**config.mk**
```make
export PLATFORM = sky130hd
export DESIGN_NAME = fake_trigger_axis_stall_detect
export DESIGN_NICKNAME = d
export VERILOG_FILES = /design/src/rtl/fake_trigger_axis_stall_detect_pkg.sv /design/src/rtl/fake_trigger_stall_counter.sv /design/src/rtl/fake_trigger_axis_stall_detect.sv
export SDC_FILE = /design/constraint.sdc
export NUM_CORES = 1
export LEC_CHECK = 0
export ABC_AREA = 1
export CORE_AREA = 8 8 146 121
export CTS_CLUSTER_SIZE = 12
export DETAILED_ROUTE_END_ITERATION = 6
export DIE_AREA = 0 0 154 129
export GPL_TIMING_DRIVEN = 0
export HOLD_SLACK_MARGIN = 0.05
export PLACE_DENSITY = 0.87
export SLEW_MARGIN = 20
export SYNTH_ARGS = -nofsm -noshare
export SYNTH_HDL_FRONTEND = slang
export SYNTH_HIERARCHICAL = 1
export SYNTH_SLANG_ARGS = --single-unit
```
**constraint.sdc**
```tcl
create_clock -name clock -period 1.9 [get_ports clock]
set_clock_uncertainty 0.2 [all_clocks]
set_input_delay 0.19 -clock clock [delete_from_list [all_inputs] [get_ports clock]]
set_output_delay 0.19 -clock clock [all_outputs]
set_load 0.01 [all_outputs]
```
**src/rtl/fake_trigger_axis_stall_detect_pkg.sv**
```systemverilog
// Shared types and widths for the AXI-stream stall detector.
// The report FSM states and counter widths live here so sub-blocks agree on them.
package fake_trigger_axis_stall_detect_pkg;
   localparam int TS_W   = 32;
   localparam int MISS_W = 8;
   localparam int CHAN_W = 3;

   typedef enum logic [1:0] {
      IDLE   = 2'd0,
      REPORT = 2'd1,
      DRAIN  = 2'd2
   } rpt_state_e;
endpackage

```
**src/rtl/fake_trigger_stall_counter.sv**
```systemverilog
// Per-channel stall run-length counter and registered block flag.
// The flag rises once THRESH consecutive stalled cycles have been seen.
module fake_trigger_stall_counter #(
   parameter int THRESH = 16,
   parameter int CNT_W  = 16
) (
   input  logic clock,
   input  logic reset,
   input  logic dir,
   input  logic tvalid,
   input  logic tready,
   output logic block
);
   localparam logic [CNT_W:0]   THRESH_EXT = (CNT_W+1)'(THRESH);
   localparam logic [CNT_W-1:0] CNT_MAX    = '1;

   logic             stall;
   logic [CNT_W-1:0] cnt;
   logic [CNT_W:0]   cnt_inc;

   // Sink side stalls when starved, source side when backpressured.
   assign stall   = dir ? (tready & ~tvalid) : (tvalid & ~tready);
   assign cnt_inc = {1'b0, cnt} + (CNT_W+1)'(1);

   always_ff @(posedge clock) begin
      if (reset) begin
         cnt   <= '0;
         block <= 1'b0;
      end else begin
         block <= stall && (cnt_inc >= THRESH_EXT);
         if (!stall)
            cnt <= '0;
         else if (cnt != CNT_MAX)
            cnt <= cnt_inc[CNT_W-1:0];
      end
   end
endmodule

```
**src/rtl/fake_trigger_axis_stall_detect.sv**
```systemverilog
// Watches NCHAN AXI-stream taps for long stalls and reports the first block
// (channel + timestamp) over a valid/ready handshake, counting missed ones.
module fake_trigger_axis_stall_detect
   import fake_trigger_axis_stall_detect_pkg::*;
#(
   parameter int NCHAN  = 5,
   parameter int THRESH = 16,
   parameter int CNT_W  = 16
) (
   input  logic              clock,
   input  logic              reset,
   input  logic [NCHAN-1:0]  chan_dir,
   input  logic [NCHAN-1:0]  tvalid,
   input  logic [NCHAN-1:0]  tready,
   output logic [NCHAN-1:0]  axis_block_sigs,
   output logic              rpt_valid,
   input  logic              rpt_ready,
   output logic [CHAN_W-1:0] rpt_chan,
   output logic [TS_W-1:0]   rpt_time,
   output logic [MISS_W-1:0] rpt_missed
);
   // state  | meaning
   // IDLE   | waiting for any block flag
   // REPORT | report presented, held until accepted
   // DRAIN  | report accepted, waiting for all flags to clear

   rpt_state_e        state, state_next;
   logic [TS_W-1:0]   ts;
   logic [NCHAN-1:0]  blk_prev;
   logic [CHAN_W-1:0] low_idx;
   logic              any_blk, any_rise, capture, miss_en;

   for (genvar gi = 0; gi < NCHAN; gi++) begin : g_chan
      fake_trigger_stall_counter #(
         .THRESH (THRESH),
         .CNT_W  (CNT_W)
      ) u_cnt (
         .clock  (clock),
         .reset  (reset),
         .dir    (chan_dir[gi]),
         .tvalid (tvalid[gi]),
         .tready (tready[gi]),
         .block  (axis_block_sigs[gi])
      );
   end

   assign any_blk  = |axis_block_sigs;
   assign any_rise = |(axis_block_sigs & ~blk_prev);
   assign miss_en  = any_rise && (state != IDLE);

   always_comb begin
      low_idx = '0;
      for (int i = NCHAN-1; i >= 0; i--)
         if (axis_block_sigs[i]) low_idx = CHAN_W'(i);
   end

   always_ff @(posedge clock) begin
      if (reset) state <= IDLE;
      else       state <= state_next;
   end

   always_comb begin
      state_next = state;
      capture    = 1'b0;
      rpt_valid  = 1'b0;
      case (state)
         IDLE: if (any_blk) begin
            state_next = REPORT;
            capture    = 1'b1;
         end
         REPORT: begin
            rpt_valid = 1'b1;
            if (rpt_ready) state_next = DRAIN;
         end
         DRAIN: if (!any_blk) state_next = IDLE;
         default: state_next = IDLE;
      endcase
   end

   always_ff @(posedge clock) begin
      if (reset) begin
         ts         <= '0;
         blk_prev   <= '0;
         rpt_chan   <= '0;
         rpt_time   <= '0;
         rpt_missed <= '0;
      end else begin
         ts       <= ts + TS_W'(1);
         blk_prev <= axis_block_sigs;
         if (capture) begin
            rpt_chan <= low_idx;
            rpt_time <= ts;
         end
         if (miss_en && (rpt_missed != '1))
            rpt_missed <= rpt_missed + MISS_W'(1);
      end
   end
endmodule

```
Word level (Yosys, flattened, before mapping)
Cells that the tools add are included.
{ "op_classes": {"add_sub_neg": 7, "multipliers": 0, "n_div": 0, "order_cmp": 5, "n_eq_ne": 11, "shift": 0, "n_mux": 17, "bitwise_logic": 27, "n_reduce_logical": 17} }
{ "op_table": {"columns": ["op", "count"], "rows": [
  ["16-bit by 1-bit adder with 17-bit output, second input constant", 5],
  ["17-bit by 5-bit >= comparator with 1-bit output, second input constant", 5],
  ["16-bit != test, second input constant", 5],
  ["32-bit by 1-bit adder with 32-bit output, second input constant", 1],
  ["3-bit two-way mux", 5],
  ["1-bit inverter", 15],
  ["1-bit AND", 10],
  ["2-bit OR reduction", 5],
  ["5-bit OR reduction", 2],
  ["8-bit by 1-bit adder with 8-bit output, second input constant", 1],
  ["1-bit two-way mux", 8],
  ["8-bit != test, second input constant", 1],
  ["1-bit logical AND", 7],
  ["2-bit two-way mux", 3],
  ["2-bit != test, second input constant", 3],
  ["2-bit one-hot mux with 3 select lines", 1],
  ["5-bit AND", 1],
  ["5-bit inverter", 1],
  ["3-bit AND reduction", 1],
  ["2-bit by 1-bit == test with 1-bit output, second input constant", 1],
  ["2-bit == test, second input constant", 1],
  ["2-bit zero test", 1],
  ["2-bit nonzero test", 1]
]} }
{ "word_totals": {"ff_bits": 167, "latchBits": 0, "mem_bits_rw": 0, "rom_bits": 0, "input_bits": 18, "word_cells": 100, "memories": 0} }

Longest topological paths before layout
{ "logic_depth": {"word_depth": 5, "ltp_mapped": 10, "ltp_nobuf": 10} }

Cells and area by module
Netlist, hierarchy kept.
{ "modules_own_cells": {"columns": ["mod", "n_inst", "cells_each", "area_each_um2", "seq_area_each_um2"], "rows": [
  ["fake_trigger_stall_counter", 5, 157, 1026.0, 340.3],
  ["fake_trigger_axis_stall_detect", 1, 527, 3676.0, 1641.6]
]} }

Worst setup path before layout
Ideal clock, no wire load.
{ "synth_timing": {"path_type": "register to register", "from": "register g_chan[0].u_cnt.cnt[0]", "to": "register g_chan[0].u_cnt.cnt[12]", "arrival_ns": 1.307, "t_required_ns": 1.643, "slack_ns": 0.336, "stages_incl_launch_ff": 11, "n_path_buf": 1, "cell_sequence": "dfxtp_1 > ha_1 > nand2_2 > nor2_2 > nand2_1 > nor2_2 > inv_2 > buf_6 > nand2_1 > nand2_1 > inv_1"} }
{ "synth_between": {"elab_chain_cells": 1, "elab_cells_between_ends": 2, "cone_classes": "1 x add/sub; 1 x eq/ne"} }
{ "synth_rtl": {"columns": ["item", "line", "source"], "rows": [
  ["from (decl)", "fake_trigger_stall_counter.sv:18", "logic [CNT_W-1:0] cnt;"],
  ["from (signal assigned)", "fake_trigger_stall_counter.sv:34", "cnt <= cnt_inc[CNT_W-1:0];"],
  ["16-bit by 1-bit adder with 17-bit output or 16-bit != test (tied branches)", "fake_trigger_stall_counter.sv:23, fake_trigger_stall_counter.sv:33", null]
]} }
Several ways; a longest one is shown, not always the timed one.
A chain may end at the register's enable or synchronous reset.

Worst setup path after layout
{ "layout_timing": {"from": "register g_chan[3].u_cnt.block", "to": "output axis_block_sigs[3]"} }
{ "layout_rtl": {"columns": ["item", "line", "source"], "rows": [
  ["from (decl)", "fake_trigger_stall_counter.sv:12", "output logic block"],
  ["from (signal assigned)", "fake_trigger_stall_counter.sv:30", "block <= stall && (cnt_inc >= THRESH_EXT);"],
  ["to (decl)", "fake_trigger_axis_stall_detect.sv:15", "output logic [NCHAN-1:0] axis_block_sigs,"]
]} }
No word-level cell between the ends.

==> flow_metrics.tcl <==
set metrics [dict create \
    status "complete, no violations" \
    drive_gt1_frac 0.111 \
    yosysWarnings 6 \
    p_switching_uw 1550 \
    num_rows 41 \
    synth_mux_area_frac 0 \
    gp_congestion 0.945 \
    synth.distinct_cells 31 \
    synth.avg_cell_area_um2 6.71 \
    dr.pass1.iters 7 \
    diodes 0 \
    antenna_found_initial 0 \
    grt_pass1_vias 7862 \
    multiInputGateArea_um2 4690 \
    die_w_um 154 \
    syn-instance-count 1312 \
    rr_startpoint "g_chan[2].u_cnt/cnt[0]" \
    post-place-ws_ns -0.614 \
    peakVddDrop_v 0.000631 \
    maxSlewHeadroom 0.593 \
    design_area_um2 10400 \
    tightest_slew_ns 0.611 \
    dr_total_vias 8604 \
    synth_top_area_cell "dfxtp_1" \
    placedCellCount 1571 \
    floorplan.die_area_um2 19900 \
    synth_xor_area_frac 0.0189 \
    final.setup.worst_slack_ns 0.0586 \
    synthTopCellsByArea "dfxtp_1, nand2_1, nor2_1" \
    gr-total-overflow 0 \
    synth_fa_ha_area_frac 0.00995 \
    cts_buffers 17 \
    synthSimpleGateAreaFrac 0.395 \
    wl_per_cell_um 13.2 \
    cp-start-kind "register" \
    fmax_mhz 543 \
    final-setup-viol-count 0 \
    drv_slew 0 \
    required_ns 1.51 \
    register_area_um2 3350 \
    postLayoutCoreUtil 0.678 \
    area_growth_pct 18.1 \
    clk_path_buf_depth 2 \
    clk_root_buffer_cell "clkbuf_16" \
    fp.dieH_um 129 \
    pwr-share-seq 0.466 \
    synth_top_family_by_area "simple AND/OR/NAND/NOR gates" \
    cp_max_fo 5 \
    syn_nets 1337 \
    drc_errors 0 \
    port_buffers 66 \
    grt_pass1_wl_mm 35.4 \
    crit_chain "clkdlybuf4s50_1" \
    viasPerCell 5.37 \
    endpoint_kind "output port" \
    placed_area_um2 9710 \
    cts_tree "done" \
    period_needed_ns 1.84 \
    internal_power_uw 6040 \
    crit_type "reg -> out" \
    grt_max_degree 17 \
    startpoint "g_chan[3].u_cnt/block" \
    layout_worst_path_cycle_share 0.969 \
    io_pins 67 \
    hpwl_mm 15.4 \
    p_leak_uw 0.00416 \
    cp_slowest_cell "clkdlybuf4s50_1" \
    hold_path_startpoint "rpt_ready" \
    p_sw_frac 0.204 \
    ant_nets 0 \
    powerDensity_nw_per_um2 729 \
    nNetsFinal 1422 \
    synth_top_area_frac 0.380 \
    cts_setup_buffers 0 \
    cts_max_level 4 \
    crit_arrival_ns 1.45 \
    nFillCells 1252 \
    path_delay_family "buffers and inverters" \
    initial_core_util 0.574 \
    p_clk_frac 0.508 \
    seq_area_frac_synth 0.380 \
    rsz0062_at_grt "yes" \
    crit_buf_inv 1 \
    netlist_area_um2 8810 \
    drt_iter0_drc 692 \
    cts_sinks 167 \
    coreArea_um2 15300 \
    synth_compound_area_frac 0.106 \
    critPathMaxStageDelay_ns 0.59 \
    stdcell_count 1603 \
    insertion_delay_ns 0.43 \
    hold_viol_final 0 \
    grt_usage 0.214 \
    combPwrFrac 0.026 \
    hp-class "in -> reg" \
    max_cap_violations 0 \
    clk_pin_slew_ns 0.06 \
    routed_wl_mm 21.1 \
    synth_seq_cells 167 \
]
power groups by stage:
stage	sequential [uW]	clock (uW)	combinational (uW)
global route	3530	4050	219
CTS	3530	3890	196
detailed placement	3610	0	193
floorplan	3610	0	116
finish	3530	3850	197
global placement	3610	0	189
kinds of logic after synthesis:
group,count (synthesis)
buffers and inverters,198
AND/OR/NAND/NOR,744
AO/OA/AOI/OAI,177
adder cells (fa/ha/maj),7
flip-flops,167
XOR/XNOR,19
cell usage in the layout, fill, tap and decap left out, drive strengths merged, types with 25 or more instances in the layout:
cell           count
nand2            350
nor2             231
inv              174
dfxtp            167
nand3             96
a21oi             74
o21ai             72
clkdlybuf4s50     63
nand4             34
a31oi             25
through the flow:
stage                     hold WS [ns]  TNS, ns  total power, uW
final                            0.244        0             7590
after global routing             0.241  -0.0205             7810
after CTS                        0.244        0             7610
after detailed placement         0.255   -49.51             3800
after global placement           0.245   -49.91             3800
after floorplan                  0.138        0             3720
flip-flops by register name, summed over array words and instances (netlist names):
signal,flops
blk_prev,5
g_chan.u_cnt/block,5
g_chan.u_cnt/cnt,80
rpt_chan,3
rpt_missed,8
rpt_time,32
state,2
ts,32
synthesized netlist by cell type (all sizes together):
| master | count |
|---|---|
| nor3b | 2 |
| nand3 | 96 |
| xor2 | 7 |
| o21ai | 72 |
| inv | 173 |
| clkbuf | 3 |
| nand4 | 34 |
| a21oi | 74 |
| o21a | 6 |
| nand2 | 350 |
| nor2 | 231 |
| nor3 | 20 |
| dfxtp | 167 |
| xnor2 | 12 |
| buf | 22 |
| ha | 7 |
| a31oi | 25 |
| nand3b | 11 |
final timing paths:
path	endpoint	slack, ns	depth (start not counted)
setup reg to reg	g_chan[2].u_cnt/cnt[12]	0.12	10
hold / removal	state[1]	0.24	3
hold reg to reg	ts[31]	0.27	2
setup / recovery	axis_block_sigs[3]	0.06	1
layout make-up:
cell class / instances / share of cell area
multi-input combinational: 947 / 0.450
timing repair buffer: 66 / 0.0635
buffer: 25 / 0.0148
clock inverter: 11 / 0.0186
sequential: 167 / 0.322
clock buffer: 21 / 0.0452
inverter: 173 / 0.0624
tap: 193 / 0.0232
timing repair:
| action | CTS | global route |
|---|---|---|
| hold buffers | 0 | 0 |
| pin swaps | 0 | 0 |
| gates resized for setup | 5 | 11 |
| endpoints found under the setup margin | 22 | 26 |
routing by layer:
metal	part of all wire	global-route usage	vias up	wire length (um)
li1	-	-	4378	-
met1	0.46	0.270	3932	9730
met2	0.46	0.348	252	9640
met3	0.058	0.0513	42	1220
met4	0.026	0.0857	0	556
met5	0	0	-	0
No activity file was read; power rests on OpenSTA's default activity.
